File: config.mk
export PLATFORM = sky130hd
export DESIGN_NAME = vga_timing_gen
export DESIGN_NICKNAME = d
export VERILOG_FILES = /design/src/rtl/vga_timing_gen.sv
export SDC_FILE = /design/constraint.sdc
export NUM_CORES = 1
export LEC_CHECK = 0
export CORE_ASPECT_RATIO = 0.75
export CORE_MARGIN = 5
export CORE_UTILIZATION = 54
export DETAILED_ROUTE_END_ITERATION = 8
export PLACE_DENSITY = 0.8
export SKIP_LAST_GASP = 1
export SLEW_MARGIN = 20
export SYNTH_ARGS = -nofsm -noshare
export SYNTH_HDL_FRONTEND = slang
export SYNTH_SLANG_ARGS = --single-unit
File: constraint.sdc
create_clock -name iclk -period 3 [get_ports iclk]
set_clock_uncertainty 0.15 [all_clocks]
set_input_delay 0.9 -clock iclk [delete_from_list [all_inputs] [get_ports iclk]]
set_output_delay 0.9 -clock iclk [all_outputs]
set_load 0.02 [all_outputs]
File: src/rtl/vga_timing_gen.sv
// vga_timing_gen: parametrised raster timing generator with registered sync, window, coordinate and strobe outputs.
module vga_timing_gen #(
  parameter int H_SYNC   = 96,
  parameter int H_BP     = 48,
  parameter int H_ACTIVE = 640,
  parameter int H_FP     = 16,
  parameter int V_SYNC   = 2,
  parameter int V_BP     = 33,
  parameter int V_ACTIVE = 480,
  parameter int V_FP     = 10,
  parameter bit HS_POL   = 1'b0,
  parameter bit VS_POL   = 1'b0,
  parameter int CLK_DIV  = 1,
  parameter int CW       = 10
) (
  input  logic          iclk,
  input  logic          irst,
  input  logic [CW-1:0] iLineCmp,
  output logic          oVGA_HS,
  output logic          oVGA_VS,
  output logic          oActive,
  output logic          oVBlank,
  output logic [CW-1:0] oX,
  output logic [CW-1:0] oY,
  output logic          oLineStart,
  output logic          oFrameStart,
  output logic          oLineIrq,
  output logic          oPixTick
);
  localparam int H_TOTAL = H_SYNC + H_BP + H_ACTIVE + H_FP;
  localparam int V_TOTAL = V_SYNC + V_BP + V_ACTIVE + V_FP;
  if (H_TOTAL - 1 >= (1 << CW) || V_TOTAL - 1 >= (1 << CW)) begin : g_cw_err
    $error("vga_timing_gen: CW too small for H_TOTAL-1 or V_TOTAL-1");
  end
  if (CLK_DIV < 1 || CLK_DIV > 16) begin : g_div_err
    $error("vga_timing_gen: CLK_DIV must be within 1..16");
  end
  localparam logic [3:0]    DM1 = 4'(CLK_DIV - 1);
  localparam logic [CW-1:0] HT1 = CW'(H_TOTAL - 1);
  localparam logic [CW-1:0] VT1 = CW'(V_TOTAL - 1);
  localparam logic [CW-1:0] HSE = CW'(H_SYNC);
  localparam logic [CW-1:0] VSE = CW'(V_SYNC);
  localparam logic [CW-1:0] HA0 = CW'(H_SYNC + H_BP);
  localparam logic [CW-1:0] VA0 = CW'(V_SYNC + V_BP);
  // Inclusive last active index, so a zero front porch cannot overflow CW.
  localparam logic [CW-1:0] HAL = CW'(H_SYNC + H_BP + H_ACTIVE - 1);
  localparam logic [CW-1:0] VAL = CW'(V_SYNC + V_BP + V_ACTIVE - 1);
  logic [3:0]    div_q, div_d;
  logic [CW-1:0] h_q, h_d, v_q, v_d;
  logic          tick, h_end, h_act, v_act, act;
  logic          hs_q, hs_d, vs_q, vs_d, act_q, vb_q;
  logic [CW-1:0] x_q, x_d, y_q, y_d;
  logic          ls_q, ls_d, fs_q, fs_d, irq_q, irq_d, pt_q;
  always_comb begin
    tick  = div_q == DM1;
    h_end = h_q == HT1;
    div_d = tick ? 4'd0 : div_q + 4'd1;
    h_d   = !tick ? h_q : h_end ? '0 : h_q + CW'(1);
    v_d   = !(tick && h_end) ? v_q : (v_q == VT1) ? '0 : v_q + CW'(1);
    h_act = h_q >= HA0 && h_q <= HAL;
    v_act = v_q >= VA0 && v_q <= VAL;
    act   = h_act && v_act;
    hs_d  = (h_q < HSE) ? HS_POL : ~HS_POL;
    vs_d  = (v_q < VSE) ? VS_POL : ~VS_POL;
    x_d   = act ? h_q - HA0 : '0;
    y_d   = act ? v_q - VA0 : '0;
    ls_d  = tick && h_q == '0;
    fs_d  = ls_d && v_q == '0;
    irq_d = ls_d && v_q == iLineCmp;
  end
  always_ff @(posedge iclk or posedge irst) begin
    if (irst) begin
      div_q <= '0;
      h_q   <= '0;
      v_q   <= '0;
      hs_q  <= ~HS_POL;
      vs_q  <= ~VS_POL;
      act_q <= 1'b0;
      vb_q  <= 1'b1;
      x_q   <= '0;
      y_q   <= '0;
      ls_q  <= 1'b0;
      fs_q  <= 1'b0;
      irq_q <= 1'b0;
      pt_q  <= 1'b0;
    end else begin
      div_q <= div_d;
      h_q   <= h_d;
      v_q   <= v_d;
      hs_q  <= hs_d;
      vs_q  <= vs_d;
      act_q <= act;
      vb_q  <= ~v_act;
      x_q   <= x_d;
      y_q   <= y_d;
      ls_q  <= ls_d;
      fs_q  <= fs_d;
      irq_q <= irq_d;
      pt_q  <= tick;
    end
  end
  assign oVGA_HS     = hs_q;
  assign oVGA_VS     = vs_q;
  assign oActive     = act_q;
  assign oVBlank     = vb_q;
  assign oX          = x_q;
  assign oY          = y_q;
  assign oLineStart  = ls_q;
  assign oFrameStart = fs_q;
  assign oLineIrq    = irq_q;
  assign oPixTick    = pt_q;
endmodule

==> flow_metrics.tcl <==
set metrics [dict create \
    rsz0062_at_grt "false" \
    cts_max_level 2 \
    postRouteAntennaNets 0 \
    die_x_um 91.6 \
    grt_pass1_vias 1905 \
    slew_viol_final 0 \
    synth-seq-cells 52 \
    grt_pass1_wl_mm 9.49 \
    antennaDiodeCount 0 \
    synth-edff-count 0 \
    status "completed" \
    total_power_mw 1.24 \
    cpMaxStageDelayCell "o41ai_1" \
    clk_latency_ns 0.31 \
    max_freq_ghz 0.395 \
    place_ws_ns 0.513 \
    root_buffer "clkbuf_8" \
    dieArea_um2 6520 \
    grt_usage_pct 18.2 \
    first_iter_violations 126 \
    setup_viol 0 \
    viasPerCell 5.63 \
    max_slew_margin_pct 44.4 \
    min-delay-path-class "reg2reg" \
    area_growth_pct 19.9 \
    hold_viol_final 0 \
    placement_rows 22 \
    holdWs_ns 0.331 \
    synth_most_common_cell "dfrtp_1" \
    cp_max_fo 22 \
    yosys_warnings 0 \
    startpoint_type "flop" \
    cts_tree "yes" \
    ir_drop_v 0.000266 \
    wl_mm 5.67 \
    worstPathArrival_ns 2.54 \
    max_stage_delay_ns 0.84 \
    p_leak_nw 1.42 \
    core_area_um2 4870 \
    syn-num-nets 272 \
    gp_congestion 0.869 \
    yosys-top-cells-area "dfrtp_1 (45%), xnor2_1 (7.1%), nor3_2 (5.2%), ha_1 (5.1%), xor2_1 (3.2%)" \
    path_cells "o41ai_1 > a21oi_1 > o21ba_4 > nor3_1" \
    cts_inserted_buffers 5 \
    crit_type "reg2reg" \
    start_util_pct 55.3 \
    cp_top_family "compound AO/OA/AOI/OAI gates" \
    required_ns 3.01 \
    die_y_um 71.2 \
    vias 1935 \
    cellPowerDensity_nw_per_um2 383 \
    synth_top_cell_by_area "dfrtp_1" \
    setup_ws_ns 0.465 \
    drive_above_1_share_pct 15.8 \
    io_buffers 39 \
    ctsHoldBuffers 0 \
    clockBufferDepth 2 \
    drv_cap 0 \
    syn_area_um2 2700 \
    tns_ns 0 \
    synthArstFlopShare_pct 100 \
    ff2ff_setup_slack_ns 0.47 \
    ctsResizeCount 0 \
    cts_sinks 52 \
    ys_types 46 \
    antenna_found_initial 0 \
    grt_max_degree 23 \
    crit_path_end_kind "flop" \
    io-pin-count 40 \
    nets 306 \
    min_period_ns 2.53 \
    firstDrtPassIters 4 \
    netlist.area_leader.share_pct 45.5 \
    critPathBufInv 0 \
    place_area_um2 3110 \
    tightest_slew_ns 0.826 \
    netlist_instances 249 \
    cts_setup_buffers 0 \
    synth_area_per_cell_um2 10.8 \
    cts.clk_slew.worst_paths_ns 0.10 \
    synth_common_cells "dfrtp_1 (49), xnor2_1 (22), inv_1 (14), nor2_1 (14), nor3_2 (14)" \
    synth_ff_type "dfrtp_1" \
    dpl.hpwl_mm 4.05 \
    grt_overflow 0 \
    design_area_um2 3230 \
    drc_errors 0 \
    fin_crit_sh_pct 84.5 \
    yosysSeqAreaShare_pct 48.4 \
    routedWlPerCell_um 16.5 \
]
-- sequential cells by signal, summed over array words and instances (netlist names) --
signal,count
v_q,10
oPixTick,1
oVGA_HS,1
oX,10
div_q,4
h_q,10
oActive,1
oLineIrq,1
oVBlank,1
oFrameStart,1
oLineStart,1
oY,10
oVGA_VS,1
-- worst paths after layout --
check                                   startpoint                 end  depth (start not counted)
max in group asynchronous                     irst   oVGA_HS$_DFF_PP1_                          3
worst min-delay path            div_q[3]$_DFF_PP0_  div_q[3]$_DFF_PP0_                          1
worst max register to register  v_q[2]$_DFFE_PP0P_     oX[9]$_DFF_PP0_                          4
worst min register to register  div_q[3]$_DFF_PP0_  div_q[3]$_DFF_PP0_                          1
min in group asynchronous                     irst     oY[8]$_DFF_PP0_                          2
worst max-delay path            v_q[2]$_DFFE_PP0P_     oX[9]$_DFF_PP0_                          4
-- placed cells by master, fill, tap and decap left out, drive strengths merged, types with 4 or more instances in the layout --
master | synthesis | final
inv | 14 | 14
xnor2 | 22 | 22
ha | 11 | 11
nand3 | 11 | 11
clkbuf | 12 | 6
buf | 7 | 7
a21oi | 5 | 5
clkdlybuf4s50 | 0 | 39
and3 | 4 | 4
nor3 | 22 | 22
dfrtp | 49 | 49
nor2 | 14 | 14
nand4 | 5 | 5
xor2 | 10 | 10
nor3b | 5 | 5
nand2 | 12 | 12
o21ai | 7 | 7
-- cell type report --
cell class                      instances  area (µm²)
Sequential cell                        52        1310
Inverter                               14        52.6
Clock inverter                          2        38.8
Clock buffer                            6        82.6
Fill cell                             394        1640
Tap cell                               60        75.1
Timing Repair Buffer                   46         443
Multi-Input combinational cell        164        1240
-- stage by stage --
step,util [%],instances
2_1_floorplan,-,249
3_3_place_gp,63.9,336
3_5_place_dp,63.9,336
4_1_cts,66.4,344
5_1_grt,66.4,344
6_report,66.4,344
-- cells by family (layout without fill, tap and decap cells) --
| logic type | Yosys count | count (layout) | share of synthesized area [%] |
|---|---|---|---|
| compound gates | 28 | 28 | 7.38 |
| xor+xnor | 32 | 32 | 10.4 |
| fa+ha+maj | 11 | 11 | 5.10 |
| buf+inv | 33 | 68 | 5.75 |
| flops | 52 | 52 | 48.4 |
| mux | 2 | 2 | 0.835 |
| simple gates | 91 | 91 | 22.1 |
-- metal layers --
layer,wire length (µm),track usage (%)
met5,0,0
met4,91,6.35
met3,374,3.51
met2,2490,26.2
met1,2720,27.3
-- power by group --
group	switching (mW)	internal [mW]	total, mW
Sequential	0	0.700	0.700
Combinational	0.0185	0.0182	0.0367
Clock	0.227	0.273	0.500
(Power assumes the default switching activity.)
